<file path="src/rtl/fetch_pkg.sv">
// Shared types and defaults for the instruction-fetch front end.
package fetch_pkg;

  localparam int unsigned FETCH_DEPTH_DEF = 4;
  localparam logic [31:0] RESET_PC_DEF    = 32'h0000_0000;
  localparam int unsigned DROP_W          = 8;

  typedef struct packed {
    logic [31:0] pc;
    logic [31:0] instr;
    logic        filled;
  } fetch_entry_t;

  typedef enum logic {
    RUN   = 1'b0,
    FLUSH = 1'b1
  } fetch_state_t;

  function automatic logic [31:0] word_align(input logic [31:0] addr);
    return addr & 32'hFFFF_FFFC;
  endfunction

endpackage

</file>
<file path="src/rtl/fetch_buffer.sv">
// In-order ring of fetch entries. head = oldest, fill = oldest unfilled, alloc = next free;
// the extra pointer bit separates full from empty.
module fetch_buffer
  import fetch_pkg::*;
#(
  parameter int unsigned DEPTH = FETCH_DEPTH_DEF,
  localparam int unsigned AW = $clog2(DEPTH)
) (
  input  logic        clk_i,
  input  logic        rst_i,
  input  logic        flush_i,
  input  logic        alloc_i,
  input  logic [31:0] alloc_pc_i,
  input  logic        fill_i,
  input  logic [31:0] fill_data_i,
  input  logic        pop_i,
  output logic [31:0] head_pc_o,
  output logic [31:0] head_instr_o,
  output logic        head_filled_o,
  output logic [AW:0] occupancy_o,
  output logic [AW:0] unfilled_o
);

  localparam logic [AW:0] PTR_ONE = {{AW{1'b0}}, 1'b1};

  fetch_entry_t entries_q [DEPTH];
  logic [AW:0]  head_q, head_d;
  logic [AW:0]  alloc_q, alloc_d;
  logic [AW:0]  fill_q, fill_d;

  // Pointer advance; a flush rewinds everything to an empty ring.
  always_comb begin
    head_d  = head_q;
    alloc_d = alloc_q;
    fill_d  = fill_q;
    if (flush_i) begin
      head_d  = '0;
      alloc_d = '0;
      fill_d  = '0;
    end else begin
      head_d  = pop_i   ? head_q  + PTR_ONE : head_q;
      alloc_d = alloc_i ? alloc_q + PTR_ONE : alloc_q;
      fill_d  = fill_i  ? fill_q  + PTR_ONE : fill_q;
    end
  end

  // Pointer registers.
  always_ff @(posedge clk_i or negedge rst_i) begin
    if (!rst_i) begin
      head_q  <= '0;
      alloc_q <= '0;
      fill_q  <= '0;
    end else begin
      head_q  <= head_d;
      alloc_q <= alloc_d;
      fill_q  <= fill_d;
    end
  end

  // Entry storage: allocation stamps the pc, a response fills the word.
  always_ff @(posedge clk_i or negedge rst_i) begin
    if (!rst_i) begin
      for (int i = 0; i < int'(DEPTH); i++) begin
        entries_q[i] <= '0;
      end
    end else if (flush_i) begin
      for (int i = 0; i < int'(DEPTH); i++) begin
        entries_q[i].filled <= 1'b0;
      end
    end else begin
      if (alloc_i) begin
        entries_q[alloc_q[AW-1:0]] <= '{pc: alloc_pc_i, instr: 32'h0000_0000, filled: 1'b0};
      end
      if (fill_i) begin
        entries_q[fill_q[AW-1:0]].instr  <= fill_data_i;
        entries_q[fill_q[AW-1:0]].filled <= 1'b1;
      end
    end
  end

  assign occupancy_o   = alloc_q - head_q;
  assign unfilled_o    = alloc_q - fill_q;
  assign head_pc_o     = entries_q[head_q[AW-1:0]].pc;
  assign head_instr_o  = entries_q[head_q[AW-1:0]].instr;
  // A slot is only reused after allocation clears its filled bit, so this is exact when non-empty.
  assign head_filled_o = (occupancy_o != '0) && entries_q[head_q[AW-1:0]].filled;

endmodule

</file>
<file path="src/rtl/fetch_queue.sv">
// Fetch front end: PC generation, imem request/response tracking, redirect flush.
// Optional FETCH_BYPASS_EN forwards a response to the datapath in its arrival cycle.
module fetch_queue
  import fetch_pkg::*;
#(
  parameter int unsigned DEPTH    = FETCH_DEPTH_DEF,
  parameter logic [31:0] RESET_PC = RESET_PC_DEF
) (
  input  logic        clk_i,
  input  logic        rst_i,
  output logic        imem_req_o,
  output logic [31:0] imem_addr_o,
  input  logic        imem_gnt_i,
  input  logic        imem_rvalid_i,
  input  logic [31:0] imem_rdata_i,
  input  logic        redirect_i,
  input  logic [31:0] redirect_pc_i,
  output logic        instr_valid_o,
  output logic [31:0] instr_o,
  output logic [31:0] instr_pc_o,
  input  logic        instr_ready_i
);

  localparam int unsigned       AW       = $clog2(DEPTH);
  localparam logic [AW:0]       DEPTH_P  = (AW + 1)'(DEPTH);
  localparam logic [DROP_W-1:0] DROP_ONE = {{(DROP_W - 1){1'b0}}, 1'b1};

  fetch_state_t      state_q;
  logic [DROP_W-1:0] drop_cnt_q;
  logic [31:0]       fetch_pc_q, fetch_pc_d;

  logic              grant_s, fill_s, pop_s, head_valid_s;
  logic [31:0]       head_pc_s, head_instr_s;
  logic              head_filled_s;
  logic [AW:0]       occupancy_s, unfilled_s;
  logic [DROP_W-1:0] redir_sum_s, redir_cnt_s;

  assign imem_req_o  = rst_i && !redirect_i && (occupancy_s != DEPTH_P);
  assign imem_addr_o = fetch_pc_q;
  assign grant_s     = imem_req_o && imem_gnt_i;

  // Responses only fill while no stale requests are owed; excess responses are ignored.
  assign fill_s       = imem_rvalid_i && (state_q == RUN) && !redirect_i && (unfilled_s != '0);
  assign head_valid_s = head_filled_s && !redirect_i;

`ifdef FETCH_BYPASS_EN
  logic bypass_s;
  assign bypass_s      = fill_s && !head_filled_s;
  assign instr_valid_o = head_valid_s || bypass_s;
  assign instr_o       = bypass_s ? imem_rdata_i : (head_valid_s ? head_instr_s : 32'h0000_0000);
`else
  assign instr_valid_o = head_valid_s;
  assign instr_o       = head_valid_s ? head_instr_s : 32'h0000_0000;
`endif
  assign instr_pc_o    = instr_valid_o ? head_pc_s : 32'h0000_0000;
  assign pop_s         = instr_valid_o && instr_ready_i;

  // Everything still owed by memory at a redirect; a response landing now is already spent.
  assign redir_sum_s = drop_cnt_q + {{(DROP_W - AW - 1){1'b0}}, unfilled_s};
  assign redir_cnt_s = (imem_rvalid_i && (redir_sum_s != '0)) ? (redir_sum_s - DROP_ONE) : redir_sum_s;

  // Next fetch address.
  always_comb begin
    fetch_pc_d = fetch_pc_q;
    if (redirect_i) begin
      fetch_pc_d = word_align(redirect_pc_i);
    end else if (grant_s) begin
      fetch_pc_d = fetch_pc_q + 32'd4;
    end else begin
      fetch_pc_d = fetch_pc_q;
    end
  end

  // Fetch PC register.
  always_ff @(posedge clk_i or negedge rst_i) begin
    if (!rst_i) begin
      fetch_pc_q <= RESET_PC;
    end else begin
      fetch_pc_q <= fetch_pc_d;
    end
  end

  // RUN/FLUSH control with the count of stale responses to discard.
  always_ff @(posedge clk_i or negedge rst_i) begin
    if (!rst_i) begin
      state_q    <= RUN;
      drop_cnt_q <= '0;
    end else if (redirect_i) begin
      drop_cnt_q <= redir_cnt_s;
      state_q    <= (redir_cnt_s != '0) ? FLUSH : RUN;
    end else begin
      case (state_q)
        RUN: begin
          state_q    <= RUN;
          drop_cnt_q <= drop_cnt_q;
        end
        FLUSH: begin
          if (imem_rvalid_i) begin
            drop_cnt_q <= drop_cnt_q - DROP_ONE;
            state_q    <= (drop_cnt_q == DROP_ONE) ? RUN : FLUSH;
          end else begin
            drop_cnt_q <= drop_cnt_q;
            state_q    <= FLUSH;
          end
        end
        default: begin
          state_q    <= RUN;
          drop_cnt_q <= '0;
        end
      endcase
    end
  end

  fetch_buffer #(
    .DEPTH(DEPTH)
  ) u_buf (
    .clk_i        (clk_i),
    .rst_i        (rst_i),
    .flush_i      (redirect_i),
    .alloc_i      (grant_s),
    .alloc_pc_i   (fetch_pc_q),
    .fill_i       (fill_s),
    .fill_data_i  (imem_rdata_i),
    .pop_i        (pop_s),
    .head_pc_o    (head_pc_s),
    .head_instr_o (head_instr_s),
    .head_filled_o(head_filled_s),
    .occupancy_o  (occupancy_s),
    .unfilled_o   (unfilled_s)
  );

endmodule
</file>
<file path="config.mk">
export PLATFORM = sky130hd
export DESIGN_NAME = fetch_queue
export DESIGN_NICKNAME = d
export VERILOG_FILES = /design/src/rtl/fetch_pkg.sv /design/src/rtl/fetch_buffer.sv /design/src/rtl/fetch_queue.sv
export SDC_FILE = /design/constraint.sdc
export NUM_CORES = 1
export LEC_CHECK = 0
export ABC_AREA = 1
export CAP_MARGIN = 30
export CORE_MARGIN = 2
export CORE_UTILIZATION = 55
export CTS_CLUSTER_DIAMETER = 60
export DETAILED_ROUTE_END_ITERATION = 10
export GPL_TIMING_DRIVEN = 1
export HOLD_SLACK_MARGIN = 0.05
export PLACE_DENSITY_LB_ADDON = 0.25
export SYNTH_ARGS = -nofsm -noshare
export SYNTH_HDL_FRONTEND = slang
export SYNTH_SLANG_ARGS = --single-unit
</file>
<file path="constraint.sdc">
create_clock -name clk_i -period 7.45 [get_ports clk_i]
set_input_delay 0.745 -clock clk_i [delete_from_list [all_inputs] [get_ports clk_i]]
set_output_delay 0.745 -clock clk_i [all_outputs]
set_load 0.02 [all_outputs]
</file>
; ---- Word level (Yosys, flattened, before mapping)
; Index checks and enable logic that the tools add are counted.
[totals]
regBits = 310
in_bits = 70
output_inout_bits = 98
word_cells = 99
[classes]
add_sub_neg = 9
n_lt_le_gt_ge = 5
eq_ne = 4
mux = 38
n_bitwise = 4
reduce_logical = 21
[ops]
columns = cell, n
row1 = $bwmux W260, 3
row2 = $mux W260, 3
row3 = $demux W65 S2, 3
row4 = $mux W65, 3
row5 = $bmux W65 S2, 1
row6 = $mux W32, 4
row7 = $mux W33, 1
row8 = $add A32 B3 Y32 const B, 1
row9 = $mux W8, 4
row10 = $mux W3, 6
row11 = $reduce_bool A8 Y1, 2
row12 = $sub A8 B1 Y8 const B, 2
row13 = $logic_and A1 B1 Y1, 12
row14 = $add A3 B1 Y3 const B, 3
row15 = $ge A3 B3 Y1 const B, 3
row16 = $mux W1, 9
row17 = $not A2 Y3, 3
row18 = $add A8 B3 Y8, 1
row19 = $eq A8 B1 Y1 const B, 1
row20 = $lt A3 B1 Y1 const B, 2
row21 = $ne A3 B3 Y1 const B, 2
row22 = $reduce_bool A2 Y1, 3
row23 = $reduce_bool A3 Y1, 2
row24 = $sub A3 B3 Y3, 2
row25 = other kinds (5), 5

; ---- Logic depth before layout (Yosys ltp)
[depth]
ltp_word = 12
mapped_depth = 24
ltp_nobuf = 24

; ---- Modules after synthesis
; A second synthesis with hierarchy kept.
[hier_totals]
hier_cells = 1946
area_unflattened_um2 = 15896.5
[by_module_without_submodules]
columns = module, n_inst, cells_each, area_each_um2, seq_area_each_um2
row1 = fetch_buffer, 1, 1375, 12330.6, 6731.5
row2 = fetch_queue, 1, 571, 3565.9, 975.9

; ---- Least setup slack after synthesis
; Ideal clock, no wire load.
[synth_timing]
path_type = reg2reg
start = reg u_buf.alloc_q[0]
end = reg state_q
t_arrival_ps = 2896
path_slack_ps = 4435
stages_incl_launch_ff = 24
path_buffers = 0
period_less_slack_ps = 3015
path_cell_list = dfrtp_1 -> inv_1 -> ha_1 -> inv_1 -> fa_1 -> inv_1 -> or2_1 -> nand2_1 -> ha_1 -> or2_2 -> nand2_1 -> inv_1 -> nor2_1 -> nand2_1 -> nor2_1 -> nand2_1 -> nand2_1 -> nand2_1 -> nand2_1 -> nand2_1 -> nor2_1 -> nand2_1 -> nor2_1 -> nor2_1
[synth_between]
elab_chain_cells = 8
[synth_lines]
columns = element, line
row1 = from (decl), fetch_buffer.sv:28  ; logic [AW:0] alloc_q, alloc_d;
row2 = from (signal assigned), fetch_buffer.sv:55  ; alloc_q <= alloc_d;
row3 = $sub A3 B3 Y3 (*), fetch_buffer.sv:82  ; assign unfilled_o = alloc_q - fill_q;
row4 = $add A8 B3 Y8 (*), fetch_queue.sv:59  ; assign redir_sum_s = drop_cnt_q + {{(DROP_W - AW - 1){1'b0}}, unfilled_s};
row5 = "parallel branches: the longest is 2 deep, another holds $sub A8 B1 Y8", n/a
row6 = $mux W8 (*), fetch_queue.sv:60  ; assign redir_cnt_s = (imem_rvalid_i && (redir_sum_s != '0)) ? (redir_sum_s - DROP_ONE) : redir_sum_s;
row7 = $reduce_bool A8 Y1 (*), fetch_queue.sv:90  ; state_q <= (redir_cnt_s != '0) ? FLUSH : RUN;
row8 = $mux W1 (*), fetch_queue.sv:90
row9 = $mux W1 (*), fetch_queue.sv:88  ; end else if (redirect_i) begin
row10 = to (signal assigned), fetch_queue.sv:90
row11 = to (signal assigned), fetch_queue.sv:100  ; state_q <= (drop_cnt_q == DROP_ONE) ? RUN : FLUSH;
row12 = to (decl), fetch_queue.sv:28  ; fetch_state_t state_q;
; Every way passes the cells marked *.
; A chain may end at the register's enable or synchronous reset.

; ---- Final worst setup path
[layout_timing]
start = reg u_buf.head_q[0]
end = out instr_pc_o[19]
[layout_between]
elab_chain_cells = 7
[layout_lines]
columns = element, line
row1 = from (decl), fetch_buffer.sv:27  ; logic [AW:0] head_q, head_d;
row2 = from (signal assigned), fetch_buffer.sv:50  ; head_q <= '0;
row3 = from (signal assigned), fetch_buffer.sv:54  ; head_q <= head_d;
row4 = "parallel branches: the longest is 6 deep, another holds $sub A3 B3 Y3", n/a
row5 = $mux W32 (*), fetch_queue.sv:55  ; assign instr_pc_o = instr_valid_o ? head_pc_s : 32'h0000_0000;
row6 = to (decl), fetch_queue.sv:20  ; output logic [31:0] instr_pc_o,
; Every way passes the cells marked *. The select of a mux whose other input is x is not followed.

==> metrics.md <==
| Metric | Value |
|---|---|
| Worst setup EP type | `output port` |
| Mean Syn Cell Area | `a little under 8 um2` |
| Number of synthesized flops with an enable pin | `0` |
| Final Max Tran Viols | `0` |
| Vias per cell | `slightly below 6` |
| Final Hold Vio Count | `0` |
| Mux contribution to synthesized area | `0` |
| Final core utilization | `0.6553` |
| Die X-Extent | `approximately 180 um` |
| Hpwl dp | `approximately 27000 um` |
| MaxCap Viol Count | `0` |
| Post-CTS Setup Bufs | `0` |
| Clock Power Share | `0.353` |
| Number of global-route vias before repair | `about 15000` |
| Pin count of the biggest net entering global routing | `between 100 and 150` |
| TritonCTS clock tree | `built` |
| Cts hold-fix bufs | `0` |
| Die Ht | `about 180 um` |
| Sw Pwr | `0.001445 W` |
| Post-synth ARST share | `1.000` |
| Net Sw Frac | `0.3051` |
| Gr ovfl total | `0` |
| Synth Area in Simple Gates | `0.1597` |
| Syn Std Cell Area | `about 16000 um2` |
| Most common cell after layout, fill and taps aside | `o21ai_0` |
| Total Wirelength | `~46000 um` |
| Run status | `complete, no violations` |
| Slew margin rel. | `0.3250` |
| Final setup viols | `0` |
| Drt first pass iters | `8` |
| Synth Area in Adders | `0.01787` |
| Initial core utilization | `0.5630` |
| Skew-Pair Late Insertion Delay | `0.51 ns` |
| DR WL/cell | `between 15 and 20 um` |
| DR iter-0 viols | `~1600` |
| Htree depth | `2` |
| Seq cells post-synth | `300` |
| Fillcell total | `about 2400` |
| Initial antenna violation count | `0` |
| DR DRC count | `0` |
| Peak supply drop | `between 0.15 and 0.2 mV` |
| Worst EP required | `roughly 6.7 ns` |
| First-pass GRT wire length | `between 70000 and 80000 um` |
| Flop pwr share | `0.455` |
| Library cells used by synthesis | `a little over 40` |
| Root buffer cell | `clkbuf_16` |
| Worst Setup Start Kind | `flip-flop` |
| PostCTS Resize Cnt | `0` |
| Slew at the pin with the worst max-slew slack | `1.013 ns` |
| Most frequent cells in the layout | `o21ai_0 (389), dfrtp_1 (298), nor2_1 (277), nand2_1 (276), a21oi_1 (207)` |
| Max FO, Critical Path | `between 60 and 70` |
| Critical path class | `flip-flop to output port` |
| RR Startpoint | `u_buf.head_q[0]` |
| Bufs on Longest Clock Path | `3` |
| Data arrival time of the worst path | `about 4.7 ns` |
| Fmax achieved | `approximately 180 MHz` |
| Pwr/cell area | `250.5 nW/um2` |
| Leakage power | `8.286 nW` |
| XOR/XNOR Fraction of Synth Area | `0.01779` |
| I/O Pins | `about 170` |
| RSZ-0062 raised after global routing | `false` |
| Post-synthesis compound-gate area fraction | `0.2521` |
| GRT Total Usage | `0.2971` |
| IO buf count | `approximately 160` |
| Final nets | `between 2000 and 2500` |
| Worst Skew | `between 0.015 and 0.02 ns` |
| CTS Sinks | `300` |
| Antenna-violating nets left | `0` |
| Total CTS buffers | `35` |
| Syn Inst Count | `2100` |
| Dpl ws | `2.572 ns` |
| Area Growth Syn to Fin | `16.39%` |
| Footprint of the multi-input gates | `between 7000 and 8000 um2` |
| Period utilisation layout | `0.7360` |
| Top FF cell, synth | `dfrtp_1` |
| Setup TNS Final | `0 ns` |
| FF/Latch Area | `7512 um2` |
| Hold crit path type | `primary input to asynchronous set/reset pin` |
| Comb power frac | `0.192` |
| Overall via count from detail_route | `about 15000` |
| # diodes | `0` |
| Setup WS post-layout | `1.967 ns` |
| Die area | `around 31000 um2` |
| Critical path launch point | `u_buf.head_q[0]` |
| Pint | `between 0.003 and 0.004 W` |
| Post-synthesis sequential area ratio | `0.4621` |
| FP Rows | `62` |
| Ys Warns | `0` |
| Post-layout min period | `roughly 5.5 ns` |
| Placer Congestion | `0.9384` |
| Layout cells sized above 1 | `0.04906` |
| Largest family of logic cells by synthesized area | `compound AO/OA/AOI/OAI gates` |
| Core ar. | `around 29000 um2` |
| Worst-path clk slew | `about 0.060 ns` |
-- cells by family after synthesis --
logic type / count (synthesis)
fa+ha+maj: 22
compound gates: 767
flops: 300
other cells: 1
buf+inv: 340
simple gates: 637
xor+xnor: 33
-- flip-flops by register name, indices dropped and copies added (netlist names) --
signal / flops
drop_cnt_q: 8
imem_addr_o: 30
state_q: 1
u_buf.alloc_q: 3
u_buf.entries_q: 252
u_buf.fill_q: 3
u_buf.head_q: 3
-- final timing paths --
check	to	slack, ns	cells past startpoint
worst max register to register	u_buf.entries_q[221]	3.29	13
min in group clk_i	u_buf.entries_q[61]	0.48	2
worst min-delay path	u_buf.entries_q[138]	0.18	1
worst min register to register	u_buf.entries_q[61]	0.48	2
max in group asynchronous	u_buf.alloc_q[2]	5.27	4
worst max-delay path	instr_pc_o[19]	1.97	7
-- cell type report --
type | instances | share of cell area
timing repair buffer | 182 | 0.09687
multi-input combinational | 1463 | 0.3861
clock inverter | 6 | 0.002117
tap | 384 | 0.02541
inverter | 177 | 0.03533
clock buffer | 53 | 0.05690
sequential | 300 | 0.3973
-- worst max-delay path: stages (launching register included) --
cell and delay, ns:
dfrtp_4 0.85, clkinv_2 0.90, o21ai_0 0.42, o22ai_1 0.16, o211ai_4 0.32, buf_4 0.68, a21oi_1 0.21, clkdlybuf4s50_1 0.60
-- power groups by stage --
stage	registers [W]	logic, W	clock network (W)
floorplan	0.00213	0.000637	0
global placement	0.00215	0.000860	0
detailed placement	0.00217	0.000895	0
CTS	0.00215	0.000903	0.00169
global route	0.00219	0.00104	0.00176
finish	0.00216	0.000908	0.00167
-- stage by stage --
stage                     cell area [um2]  power, W  std cells  hold slack (ns)
final                               18910  0.004736       2565           0.1839
after CTS                           18850  0.004742       2563           0.2379
after floorplan                     16260  0.002771       2103           0.4436
after global placement              17710  0.003013       2503           0.4581
after global routing                18910  0.004996       2565           0.2539
after detailed placement            17740  0.003069       2504           0.4601
-- synth_stat cells (all sizes together), types with 2 or more instances --
library cell | number | area (um2)
nand3b | 2 | 15.01
o22ai | 3 | 18.77
nand4 | 11 | 68.82
o221ai | 12 | 105.1
nor2 | 281 | 1070
dfrtp | 300 | 7507
xor2 | 29 | 254.0
fa | 2 | 40.04
a21oi | 207 | 1036
nand2 | 286 | 1124
xnor2 | 4 | 35.03
buf | 69 | 444.2
o211ai | 15 | 117.6
ha | 20 | 250.2
clkbuf | 94 | 357.8
nor3 | 14 | 91.34
or2 | 2 | 12.52
a31oi | 130 | 813.3
nand3 | 38 | 195.2
nor4 | 3 | 18.77
inv | 176 | 660.6
o21ai | 399 | 1997
-- layer usage --
layer  vias to the layer above  global-route usage  wire length [um]
met5                         -                   0                 0
met1                      7343              0.4049             19540
met2                       665              0.4895             21620
met4                         0             0.09917              1213
li1                       7176                   -                 -
met3                        94             0.04416              3362
(Power assumes the default switching activity.)
